[src/rtl/logic_op_arbiter_if.sv]
// Request/response bundle between client blocks and the shared logic unit.
interface logic_op_arbiter_if #(
  parameter int WIDTH = 8,
  parameter int NREQ  = 4,
  parameter int IDW   = 2
) ();
  logic [NREQ-1:0]       req;
  logic [3*NREQ-1:0]     op;
  logic [WIDTH*NREQ-1:0] a_in;
  logic [WIDTH*NREQ-1:0] b_in;
  logic [NREQ-1:0]       gnt;
  logic                  busy;
  logic [WIDTH-1:0]      res;
  logic                  res_valid;
  logic [IDW-1:0]        res_id;
  logic                  err;

  modport master (
    output req, op, a_in, b_in,
    input  gnt, busy, res, res_valid, res_id, err
  );

  modport slave (
    input  req, op, a_in, b_in,
    output gnt, busy, res, res_valid, res_id, err
  );
endinterface

[src/rtl/logic_op_arbiter.sv]
// Round-robin sharing of one registered bitwise logic unit among NREQ clients.
// One operation in flight: IDLE (arbitrate+latch) -> EXEC (compute) -> RESP (strobe).
module logic_op_arbiter #(
  parameter int WIDTH = 8,
  parameter int NREQ  = 4,
  parameter int IDW   = 2
) (
  input  logic               clk,
  input  logic               rst,
  logic_op_arbiter_if.slave  bus
);

  typedef enum logic [1:0] {IDLE, EXEC, RESP} state_t;

  state_t                     state;
  logic [IDW-1:0]             ptr;
  logic [IDW-1:0]             win;
  logic                       win_found;
  logic [IDW-1:0]             win_q;
  logic [2:0]                 op_q;
  logic [WIDTH-1:0]           a_q;
  logic [WIDTH-1:0]           b_q;
  logic [NREQ-1:0]            gnt_q;
  logic [WIDTH-1:0]           res_q;
  logic                       res_valid_q;
  logic [IDW-1:0]             res_id_q;
  logic                       err_q;

  logic [NREQ-1:0][2:0]       op_l;
  logic [NREQ-1:0][WIDTH-1:0] a_l;
  logic [NREQ-1:0][WIDTH-1:0] b_l;

  // Per-lane views of the flattened request buses.
  genvar gi;
  generate
    for (gi = 0; gi < NREQ; gi++) begin : g_lane
      assign op_l[gi] = bus.op[3*gi +: 3];
      assign a_l[gi]  = bus.a_in[WIDTH*gi +: WIDTH];
      assign b_l[gi]  = bus.b_in[WIDTH*gi +: WIDTH];
    end
  endgenerate

  function automatic logic [WIDTH-1:0] alu(input logic [2:0] o,
                                           input logic [WIDTH-1:0] a,
                                           input logic [WIDTH-1:0] b);
    case (o)
      3'd0:    alu = ~a;
      3'd1:    alu = a & b;
      3'd2:    alu = a | b;
      3'd3:    alu = ~(a & b);
      3'd4:    alu = ~(a | b);
      3'd5:    alu = a ^ b;
      3'd6:    alu = ~(a ^ b);
      default: alu = '0;
    endcase
  endfunction

  // Round-robin pick: first set req searching up from ptr+1, wrapping; the
  // last-served requester is visited last so it has lowest priority.
  always_comb begin
    win       = '0;
    win_found = 1'b0;
    for (int k = 1; k <= NREQ; k++) begin
      if (!win_found && bus.req[(int'(ptr) + k) % NREQ]) begin
        win       = IDW'((int'(ptr) + k) % NREQ);
        win_found = 1'b1;
      end
    end
  end

  // Control FSM with all outputs registered; reset aborts any operation.
  always_ff @(posedge clk or posedge rst) begin
    if (rst) begin
      state       <= IDLE;
      ptr         <= IDW'(NREQ - 1);
      win_q       <= '0;
      op_q        <= '0;
      a_q         <= '0;
      b_q         <= '0;
      gnt_q       <= '0;
      res_q       <= '0;
      res_valid_q <= 1'b0;
      res_id_q    <= '0;
      err_q       <= 1'b0;
    end else begin
      case (state)
        IDLE: begin
          res_valid_q <= 1'b0;
          if (win_found) begin
            win_q <= win;
            op_q  <= op_l[win];
            a_q   <= a_l[win];
            b_q   <= b_l[win];
            gnt_q <= {{(NREQ-1){1'b0}}, 1'b1} << win;
            state <= EXEC;
          end
        end
        EXEC: begin
          gnt_q       <= '0;
          res_q       <= alu(op_q, a_q, b_q);
          res_id_q    <= win_q;
          err_q       <= (op_q == 3'd7);
          res_valid_q <= 1'b1;
          state       <= RESP;
        end
        RESP: begin
          res_valid_q <= 1'b0;
          ptr         <= win_q;
          state       <= IDLE;
        end
        default: state <= IDLE;
      endcase
    end
  end

  assign bus.gnt       = gnt_q;
  assign bus.busy      = (state != IDLE);
  assign bus.res       = res_q;
  assign bus.res_valid = res_valid_q;
  assign bus.res_id    = res_id_q;
  assign bus.err       = err_q;

endmodule

[src/flat_wrapper.sv]
// flat-port wrapper written by rule: the top's interface ports become plain ports
module logic_op_arbiter_flat 
#(
  parameter int WIDTH = 8,
  parameter int NREQ  = 4,
  parameter int IDW   = 2
)
  (clk, rst, bus_req, bus_op, bus_a_in, bus_b_in, bus_gnt, bus_busy, bus_res, bus_res_valid, bus_res_id, bus_err);
  logic_op_arbiter_if #(.WIDTH(WIDTH), .NREQ(NREQ), .IDW(IDW)) bus_i ();
  input  logic clk;
  input  logic rst;
  input wire logic [$bits(bus_i.req)-1:0] bus_req;
  input wire logic [$bits(bus_i.op)-1:0] bus_op;
  input wire logic [$bits(bus_i.a_in)-1:0] bus_a_in;
  input wire logic [$bits(bus_i.b_in)-1:0] bus_b_in;
  output wire logic [$bits(bus_i.gnt)-1:0] bus_gnt;
  output wire logic [$bits(bus_i.busy)-1:0] bus_busy;
  output wire logic [$bits(bus_i.res)-1:0] bus_res;
  output wire logic [$bits(bus_i.res_valid)-1:0] bus_res_valid;
  output wire logic [$bits(bus_i.res_id)-1:0] bus_res_id;
  output wire logic [$bits(bus_i.err)-1:0] bus_err;
  assign bus_i.req = bus_req;
  assign bus_i.op = bus_op;
  assign bus_i.a_in = bus_a_in;
  assign bus_i.b_in = bus_b_in;
  assign bus_gnt = bus_i.gnt;
  assign bus_busy = bus_i.busy;
  assign bus_res = bus_i.res;
  assign bus_res_valid = bus_i.res_valid;
  assign bus_res_id = bus_i.res_id;
  assign bus_err = bus_i.err;
  logic_op_arbiter #(.WIDTH(WIDTH), .NREQ(NREQ), .IDW(IDW)) u_core (.clk(clk), .rst(rst), .bus(bus_i));
endmodule
[config.mk]
export PLATFORM = sky130hd
export DESIGN_NAME = logic_op_arbiter_flat
export DESIGN_NICKNAME = d
export VERILOG_FILES = /design/src/rtl/logic_op_arbiter_if.sv /design/src/rtl/logic_op_arbiter.sv /design/src/flat_wrapper.sv
export SDC_FILE = /design/constraint.sdc
export NUM_CORES = 1
export LEC_CHECK = 0
export CAP_MARGIN = 20
export CORE_AREA = 2 2 88 90
export CTS_CLUSTER_DIAMETER = 40
export DETAILED_ROUTE_END_ITERATION = 10
export DIE_AREA = 0 0 90 92
export GPL_TIMING_DRIVEN = 0
export PLACE_DENSITY = 0.76
export SLEW_MARGIN = 10
export SYNTH_ARGS = -nofsm -noshare
export SYNTH_HDL_FRONTEND = slang
export SYNTH_SLANG_ARGS = --single-unit
export TNS_END_PERCENT = 5
[constraint.sdc]
create_clock -name clk -period 1.7 [get_ports clk]
set_input_delay 0.34 -clock clk [delete_from_list [all_inputs] [get_ports clk]]
set_output_delay 0.34 -clock clk [all_outputs]
set_load 0.02 [all_outputs]
==> results.json <==
{
  "crit_path_max_fanout": 10,
  "firstDrtPassIters": 4,
  "synth_area_per_cell_um2": 9.23,
  "netlist_instances": 328,
  "maxClockFrequency_mhz": 569,
  "finalNonFillerCells": 538,
  "endpoint_kind": "register",
  "nets": 533,
  "min_period_over_period_pct": 103,
  "violations": "negative setup slack",
  "tightest_slew_ns": 0.492,
  "maxSlewHeadroom_pct": 67.2,
  "powerDensity_mw_per_mm2": 1760,
  "die-area_mm2": 0.00828,
  "fin_skew_ns": 0.00613,
  "path_clk_slew_ns": 0.08,
  "cts-root-buf": "clkbuf_8",
  "gp_congestion": 0.807,
  "start_util_pct": 40.6,
  "grt_max_degree": 32,
  "vias": 2949,
  "final.setup.tns_ns": -0.562,
  "power_leakage_uw": 0.00192,
  "async_reset_ff_share_pct": 100,
  "max_cap_violations": 0,
  "wl_per_cell_um": 16.2,
  "route.detailed.drc": 0,
  "rsz0062_at_grt": "yes",
  "synth_seq_cells": 41,
  "numPortBuffers": 98,
  "postCtsHoldBufs": 0,
  "coreArea_mm2": 0.00745,
  "numCtsBuffers": 5,
  "timing.rr.end": "u_core.op_q[0]",
  "ir_drop_mv": 0.776,
  "vias_per_cell": 5.48,
  "period_minus_slack_ns": 1.76,
  "htreeDepth": 2,
  "nFillCells": 679,
  "grt_usage_pct": 20.9,
  "antenna_found_initial": 0,
  "die_w_um": 90,
  "crit_required_ns": 1.88,
  "reg2reg_from": "u_core.ptr[1]",
  "mappedNetlistArea_mm2": 0.00303,
  "routed_wirelength_um": 8690,
  "setup_ws_ns": -0.0579,
  "die_h_um": 92,
  "synth_edf_count": 0,
  "clockBufferDepth": 2,
  "ys.flop_type": "dfrtp_1",
  "fp-row-count": 32,
  "ioPinCount": 99,
  "hp-class": "in -> async",
  "clk-insertion-delay-late_ns": 0.30,
  "cts_tree": "done",
  "yosys_warnings": 0,
  "grt_pass1_vias": 2960,
  "synth_cell_types": 46,
  "dpl.cell_count": 529,
  "area_growth_syn_to_layout_pct": 44.5,
  "reg2reg_depth": 6,
  "ant_nets": 0,
  "cts.sinks": 41,
  "worstSetupPathType": "reg -> reg",
  "overflow": 0,
  "grt_pass1_wl_um": 14100,
  "pre_cts_ws_ns": -0.612,
  "ff2ff_setup_slack_ns": -0.06,
  "drv_slew": 0,
  "hpwl_um": 6760,
  "startpoint_type": "register",
  "drive_gt1_share_pct": 16.7,
  "finalHoldViolCount": 0,
  "finalSetupViolCount": 15,
  "status": "complete, but fails checks",
  "ys_seq_area_share_pct": 34.0,
  "arrival_ns": 1.94,
  "drtIter0Drc": 182,
  "synth_fp_nets": 426,
  "n_antenna_cell": 0,
  "fin_util_pct": 58.7
}
cell type report:
cell class	count	area [um^2]	area share (%)
Buffer	24	178	4.06
Timing Repair Buffer	100	1000	22.9
Inverter	24	90.1	2.06
Clock buffer	7	86.3	1.97
Clock inverter	1	7.51	0.172
Multi-Input combinational cell	239	1850	42.3
Sequential cell	41	1030	23.5
Tap cell	102	128	2.92
worst max path at each step:
stage,startpoint,end,cells after the start
detailed placement,bus_req[3],u_core.b_q[2],6
finish,u_core.ptr[1],u_core.op_q[0],6
global placement,bus_req[3],u_core.op_q[0],6
floorplan,u_core.ptr[1],u_core.op_q[0],6
CTS,u_core.ptr[1],u_core.op_q[0],6
global route,u_core.ptr[1],u_core.a_q[0],5
report_power, final:
part           switching, uW  internal (uW)  leakage, uW
clock network            348            330    0.0000445
logic                   2710           2400      0.00139
registers                439           1460     0.000485
synth_stat cells, types with 2 or more instances:
cell type	count	area share [%]
buf_2	8	1.3
dfrtp_1	39	32
o22ai_1	23	4.8
a22o_1	7	2.0
inv_1	23	2.9
nand3_1	4	0.66
o22a_1	3	0.87
o2bb2ai_1	2	0.58
mux2i_1	28	9.3
buf_6	3	1.1
o21ai_0	30	5.0
nor2b_1	3	0.62
a21oi_1	9	1.5
ha_1	16	6.6
mux2_2	7	2.6
nand2_1	18	2.2
a211oi_1	4	0.99
nand2b_1	7	1.4
dfstp_2	2	1.7
a21boi_0	2	0.50
nor2_1	31	3.8
buf_4	4	0.99
a221oi_1	10	2.9
a221oi_2	9	4.5
clkbuf_1	7	0.87
o221ai_1	5	1.4
a31oi_1	2	0.41
nor3_1	4	0.66
worst max-delay path, stage by stage, from the launching register on:
cell and delay (ns):
dfstp_2 0.56, buf_8 0.13, nor2_1 0.06, o311a_4 0.36
buf_12 0.16, a221oi_2 0.27, o22ai_1 0.11
stage by stage:
| stage | cell area (um^2) | total power [uW] | hold WS [ns] |
|---|---|---|---|
| final | 4370 | 7690 | 0.285 |
| after global routing | 4370 | 8300 | 0.315 |
| after CTS | 4320 | 7550 | 0.295 |
| after detailed placement | 4160 | 6750 | 0.484 |
| after global placement | 4140 | 6570 | 0.466 |
| after floorplan | 3030 | 5280 | 0.449 |
flip-flops by register name (all words and copies together), names as in the netlist:
register / flops
u_core.a_q: 8
u_core.ptr: 2
u_core.b_q: 8
u_core.state: 2
u_core.bus.gnt: 4
u_core.bus.err: 1
u_core.bus.res: 8
u_core.op_q: 3
u_core.bus.res_valid: 1
u_core.bus.res_id: 2
u_core.win_q: 2
kinds of logic (layout without fill, tap and decap cells):
| logic type | Yosys count | after routing | synth area share, % |
|---|---|---|---|
| AOI/OAI and AO/OA | 115 | 115 | 28.6 |
| xor gates and xnor gates | 1 | 1 | 0.289 |
| adders and majority gates | 16 | 16 | 6.61 |
| buffers and inverters | 48 | 156 | 7.85 |
| DFF | 41 | 41 | 34.0 |
| muxes | 35 | 35 | 11.9 |
| and+or+nand+nor | 72 | 72 | 10.8 |
layout by cell type (no fill, tap or decap), types with 5 or more instances in the layout:
| master | n |
|---|---|
| a21oi_1 | 9 |
| a221oi_1 | 8 |
| a221oi_2 | 11 |
| a22o_1 | 7 |
| buf_2 | 5 |
| buf_4 | 7 |
| clkbuf_2 | 7 |
| clkbuf_8 | 6 |
| clkdlybuf4s50_1 | 93 |
| dfrtp_1 | 39 |
| ha_1 | 15 |
| inv_1 | 21 |
| mux2_2 | 6 |
| mux2i_1 | 24 |
| nand2_1 | 18 |
| nand2b_1 | 6 |
| nor2_1 | 29 |
| o21ai_0 | 30 |
| o221ai_1 | 5 |
| o22ai_1 | 23 |
per-layer routing:
layer	track usage, %	part of all wire (%)
met5	0	0
met4	5.38	1.1
met3	3.20	5.5
met2	37.6	51
met1	26.3	42
repair_timing:
item                       4_1_cts  5_1_grt
buffers inserted                 1        0
setup endpoints to repair       30       30
pin swaps                        4        3
resized for setup               23       21
No activity file was read; power rests on OpenSTA's default activity.
